### config.mk
export PLATFORM = sky130hd
export DESIGN_NAME = data_bus_responder
export DESIGN_NICKNAME = d
export VERILOG_FILES = /design/src/rtl/data_bus_responder.sv
export SDC_FILE = /design/constraint.sdc
export NUM_CORES = 2
export LEC_CHECK = 0
export ABC_CLOCK_PERIOD_IN_PS = 2100
export CAP_MARGIN = 25
export CORE_MARGIN = 1
export CORE_UTILIZATION = 30
export DETAILED_ROUTE_END_ITERATION = 8
export SYNTH_ARGS = -nofsm -noshare
export SYNTH_HDL_FRONTEND = slang
export SYNTH_SLANG_ARGS = --single-unit
export TNS_END_PERCENT = 10
### constraint.sdc
create_clock -name clk -period 2.1 [get_ports clk]
set_input_delay 0.21 -clock clk [delete_from_list [all_inputs] [get_ports clk]]
set_output_delay 0.21 -clock clk [all_outputs]
set_load 0.1 [all_outputs]
### src/rtl/data_bus_responder.sv
// Memory-mapped responder for a single-cycle core: word RAM, an 8N1 UART
// transmitter and a free-running timer with a sticky compare flag.
module data_bus_responder #(
  parameter int unsigned RAM_WORDS = 64,
  parameter int unsigned BAUD_DIV  = 4
) (
  input  logic        clk,
  input  logic        reset,
  input  logic        MemWrite,
  input  logic [31:0] ALUResult,
  input  logic [31:0] WriteData,
  output logic [31:0] ReadData,
  output logic        TxOut,
  output logic        TimerIrq
);

  localparam int unsigned AW = (RAM_WORDS > 1) ? $clog2(RAM_WORDS) : 1;
  localparam int unsigned BW = (BAUD_DIV > 2) ? $clog2(BAUD_DIV) : 1;
  localparam logic [BW-1:0] BAUD_LAST = BW'(BAUD_DIV - 1);

  localparam logic [29:0] TXDATA_WA  = 30'h2000_0000;
  localparam logic [29:0] TIMER_WA   = 30'h2000_0001;
  localparam logic [29:0] TIMECMP_WA = 30'h2000_0002;

  typedef enum logic [1:0] {
    TX_IDLE,
    TX_START,
    TX_DATA,
    TX_STOP
  } tx_state_e;

  // Address decode; byte offset bits are don't-care for word accesses
  logic          sel_ram, sel_tx, sel_tim, sel_cmp;
  logic [AW-1:0] ram_idx;
  logic          unused_addr_bits;

  assign sel_ram          = (ALUResult[31:AW+2] == '0);
  assign sel_tx           = (ALUResult[31:2] == TXDATA_WA);
  assign sel_tim          = (ALUResult[31:2] == TIMER_WA);
  assign sel_cmp          = (ALUResult[31:2] == TIMECMP_WA);
  assign ram_idx          = ALUResult[AW+1:2];
  assign unused_addr_bits = ^ALUResult[1:0];

  logic [31:0] mem_q [RAM_WORDS];

  // RAM is deliberately left out of reset
  always_ff @(posedge clk) begin
    if (MemWrite && sel_ram) begin
      mem_q[ram_idx] <= WriteData;
    end
  end

  tx_state_e     state_q, state_d;
  logic [BW-1:0] baud_q, baud_d;
  logic [2:0]    bit_q, bit_d;
  logic [7:0]    shift_q, shift_d;
  logic          tx_q, tx_d;
  logic [31:0]   timer_q, timer_d;
  logic [31:0]   cmp_q, cmp_d;
  logic          irq_q, irq_d;
  logic          busy;

  assign busy = (state_q != TX_IDLE);

  always_ff @(posedge clk or posedge reset) begin
    if (reset) begin
      state_q <= TX_IDLE;
      baud_q  <= '0;
      bit_q   <= '0;
      shift_q <= '0;
      tx_q    <= 1'b1;
      timer_q <= '0;
      cmp_q   <= 32'hFFFF_FFFF;
      irq_q   <= 1'b0;
    end else begin
      state_q <= state_d;
      baud_q  <= baud_d;
      bit_q   <= bit_d;
      shift_q <= shift_d;
      tx_q    <= tx_d;
      timer_q <= timer_d;
      cmp_q   <= cmp_d;
      irq_q   <= irq_d;
    end
  end

  // TX next state; line level is derived from the next state so it is registered
  always_comb begin
    state_d = state_q;
    baud_d  = baud_q;
    bit_d   = bit_q;
    shift_d = shift_q;
    tx_d    = 1'b1;
    case (state_q)
      TX_IDLE: begin
        if (MemWrite && sel_tx) begin
          state_d = TX_START;
          baud_d  = BAUD_LAST;
          bit_d   = '0;
          shift_d = WriteData[7:0];
        end
      end
      TX_START: begin
        if (baud_q == '0) begin
          state_d = TX_DATA;
          baud_d  = BAUD_LAST;
        end else begin
          baud_d = baud_q - 1'b1;
        end
      end
      TX_DATA: begin
        if (baud_q == '0) begin
          baud_d = BAUD_LAST;
          if (bit_q == 3'd7) begin
            state_d = TX_STOP;
            bit_d   = '0;
          end else begin
            bit_d   = bit_q + 3'd1;
            shift_d = {1'b0, shift_q[7:1]};
          end
        end else begin
          baud_d = baud_q - 1'b1;
        end
      end
      TX_STOP: begin
        if (baud_q == '0) begin
          state_d = TX_IDLE;
        end else begin
          baud_d = baud_q - 1'b1;
        end
      end
      default: begin
        state_d = TX_IDLE;
        baud_d  = '0;
        bit_d   = '0;
      end
    endcase
    case (state_d)
      TX_START: tx_d = 1'b0;
      TX_DATA:  tx_d = shift_d[0];
      default:  tx_d = 1'b1;
    endcase
  end

  // Timer, compare register and sticky flag; a compare write beats a match
  always_comb begin
    timer_d = timer_q + 32'd1;
    cmp_d   = cmp_q;
    irq_d   = irq_q | (timer_q == cmp_q);
    if (MemWrite && sel_tim) begin
      timer_d = WriteData;
    end
    if (MemWrite && sel_cmp) begin
      cmp_d = WriteData;
      irq_d = 1'b0;
    end
  end

  always_comb begin
    ReadData = '0;
    if (sel_ram) begin
      ReadData = mem_q[ram_idx];
    end else if (sel_tx) begin
      ReadData = {31'b0, busy};
    end else if (sel_tim) begin
      ReadData = timer_q;
    end else if (sel_cmp) begin
      ReadData = cmp_q;
    end
  end

  assign TxOut    = tx_q;
  assign TimerIrq = irq_q;

endmodule

==> impl_metrics.ini <==
[synth]
synth_warnings = 0
synth_seq_area_share = 0.759
netlist_instances = 4776
ys_types = 84
synthArstFlopShare = 0.0380
synth_ff_type = edfxtp_1
syn_area_mm2 = 0.0838
postSynthAreaPerCell_um2 = 17.5
ys_seq_elements = 2129
synth_edf_count = 2048
syn_nets = 4851

[worst_setup_path]
worstPathArrival_ns = 3.49
critPathKind = flop to output pin
critPathLaunchType = flop
endpoint_kind = output pin
cp.required_ns = 1.89
crit_fanout = 1

[clock_tree]
clk_path_buf_depth = 3
cts_buffers = 212
clkTransAtPathRegs_ns = 0.06
htree_levels = 4
tritoncts = yes
clock_latency_ns = 0.87
cts_sinks = 2129
root_buffer = clkbuf_16

[power_and_ir_drop]
leakage_nw = 35.6
p_per_area_mw_per_mm2 = 848
peakVddDrop_mv = 0.720
p_total_mw = 91.0

[sta]
finalHoldViolCount = 0
min_period_over_period = 1.76
finClkSkew_ns = 0.0105
min_period_ns = 3.70
clock.fmax_mhz = 270
rsz0062_at_grt = yes
maxSlewViolCount = 0
setup-tns-final_ns = -39.09
slew_headroom = 0.311
tightest_slew_ns = 1.03
finalWorstSetupSlack_ns = -1.60
finalSetupViolations = 37

[route]
drtIter0Drc = 8636
vias = 53800
ant_nets = 0
first_pass_iters = 7
viasPerCell = 5.61
remaining_drc_errors = 0
wl_mm = 309
wl_per_cell_um = 32.2

[global_route]
grt_util_all_layers = 0.215
grt_max_degree = 68
grt_pass1_vias = 51400
grt_pass1_wl_mm = 421
antenna_found_initial = 18
overflow = 0

[floorplan]
dieArea_mm2 = 0.281
die_h_um = 530
rows = 193
io_pins = 101
chipWidth_um = 530
coreArea_mm2 = 0.277
start_util = 0.302

[placement]
portBuffers = 98
pre_cts_ws_ns = -1.55
gp_congestion = 0.914
dp_hpwl_mm = 203

[finish]
final_nets = 5769
fill_cells = 25100
layout-drive-gt1-share = 0.321
syn2layout_area_growth_pct = 28.1

[run_status]
status = complete, but fails checks
violations = setup timing

[worst_hold_path]
hold_class = input port to flop

[run]
max_cap_violations = 0
[synth_stat cells (all sizes together) (15+ instances only)]
library cell / number / area share
a211oi: 21 / 0.0019
a21oi: 165 / 0.0099
a221o: 27 / 0.0032
a221oi: 183 / 0.019
a222oi: 18 / 0.0022
a22o: 64 / 0.0067
a22oi: 206 / 0.018
a31oi: 16 / 0.0012
buf: 214 / 0.016
clkbuf: 117 / 0.0052
dfrtp: 48 / 0.014
dfstp: 33 / 0.010
edfxtp: 2048 / 0.73
mux2: 177 / 0.024
mux2i: 359 / 0.043
mux4: 86 / 0.023
nand2: 99 / 0.0045
nand3: 53 / 0.0032
nand4: 25 / 0.0019
nor2: 226 / 0.010
nor4: 15 / 0.0013
o21ai: 157 / 0.0095
o22ai: 170 / 0.013
xnor2: 42 / 0.0044
xor2: 20 / 0.0021
[kinds of logic after synthesis]
| logic type | Yosys count | synth area share |
|---|---|---|
| muxes | 622 | 0.0899 |
| xor gates and xnor gates | 62 | 0.00648 |
| DFF | 2129 | 0.759 |
| adders and majority gates | 8 | 0.00120 |
| and+or+nand+nor | 491 | 0.0269 |
| AOI/OAI and AO/OA | 1119 | 0.0944 |
| buffers and inverters | 345 | 0.0223 |
[where the power goes]
group          switching [mW]  internal (mW)  leakage, nW  total, mW
combinational            4.33           2.50         13.0       6.83
clock                    16.7           20.9         3.31       37.6
sequential             0.0105           46.5         19.3       46.5
[critical path, stage by stage (launching register included)]
cell and delay (ns):
edfxtp_1 0.35, mux2_2 0.31, a221oi_4 0.27, o22ai_2 0.14, a222oi_1 0.66, buf_4 0.22, nor3b_2 0.15, buf_4 0.21
o22ai_4 0.09, buf_12 0.19
[stage by stage]
step	instances	util	hold WS (ns)	instance area [um2]
3_3_place_gp	9144	0.355	0.484	98400
4_1_cts	9585	0.386	0.0544	107000
5_1_grt	9585	0.387	0.0912	107000
3_5_place_dp	9146	0.355	0.485	98400
6_report	9593	0.387	0.114	107000
2_1_floorplan	4776	-	0.309	84300
[layout by cell type (no fill, tap or decap), types with 32 or more instances in the layout]
cell type / n
a22oi_1: 198
mux2_2: 165
dlygate4sd3_1: 32
edfxtp_1: 2048
mux4_2: 86
nor2_4: 72
o21ai_0: 121
dfrtp_1: 48
a21oi_1: 152
clkinv_1: 56
buf_2: 32
nand2_1: 90
clkinv_2: 43
mux2i_1: 357
clkbuf_16: 212
nor2_1: 146
clkbuf_1: 38
xnor2_1: 42
buf_12: 282
buf_4: 618
a221oi_1: 129
o22ai_1: 136
nand3_1: 44
dfstp_2: 33
a22o_1: 63
a221oi_2: 49
[per-layer routing]
| metal | vias up | track usage | routed length (um) |
|---|---|---|---|
| li1 | 21500 | - | - |
| met1 | 27800 | 0.286 | 117000 |
| met4 | 8 | 0.0879 | 13600 |
| met5 | - | 0 | 47 |
| met3 | 687 | 0.0537 | 38700 |
| met2 | 3841 | 0.334 | 140000 |
[state kept, by name, indices dropped and copies added (netlist names)]
signal	count
TimerIrq	1
TxOut	1
baud_q	2
bit_q	3
cmp_q	32
mem_q	2048
shift_q	8
state_q	2
timer_q	32
[repair_timing]
| item | CTS | global route |
|---|---|---|
| endpoints found under the setup margin | 1436 | 140 |
| setup buffers | 15 | 0 |
| gates cloned | 3 | 0 |
| hold endpoints to repair | 1239 | 0 |
| pin swaps | 80 | 43 |
| gates resized for setup | 234 | 69 |
| hold buffers | 32 | 0 |
[final timing paths]
kind	depth (start not counted)	slack (ns)	end	startpoint
max in group asynchronous	4	1.22	TxOut$_DFF_PP1_	reset
min reg2reg	2	0.50	shift_q[1]$_DFFE_PP0P_	shift_q[1]$_DFFE_PP0P_
max reg2reg	8	0.10	timer_q[28]$_DFF_PP0_	timer_q[12]$_DFF_PP0_
min	1	0.11	mem_q[55][23]$_DFFE_PP_	WriteData[23]
max	9	-1.60	ReadData[28]	mem_q[63][28]$_DFFE_PP_
min in group asynchronous	3	0.24	timer_q[26]$_DFF_PP0_	reset
[layout make-up]
cell class	count	area, um2	share of cell area
diodes	11	27.5	0.000257
clock buffers	250	5450	0.0508
clock inverters	147	1370	0.0127
inverters	14	62.6	0.000583
multi-input cells	2302	20500	0.191
flip-flops and latches	2129	63600	0.592
well taps	3705	4640	0.0432
repair buffers	1035	11700	0.109
No activity file was read; power rests on OpenSTA's default activity.
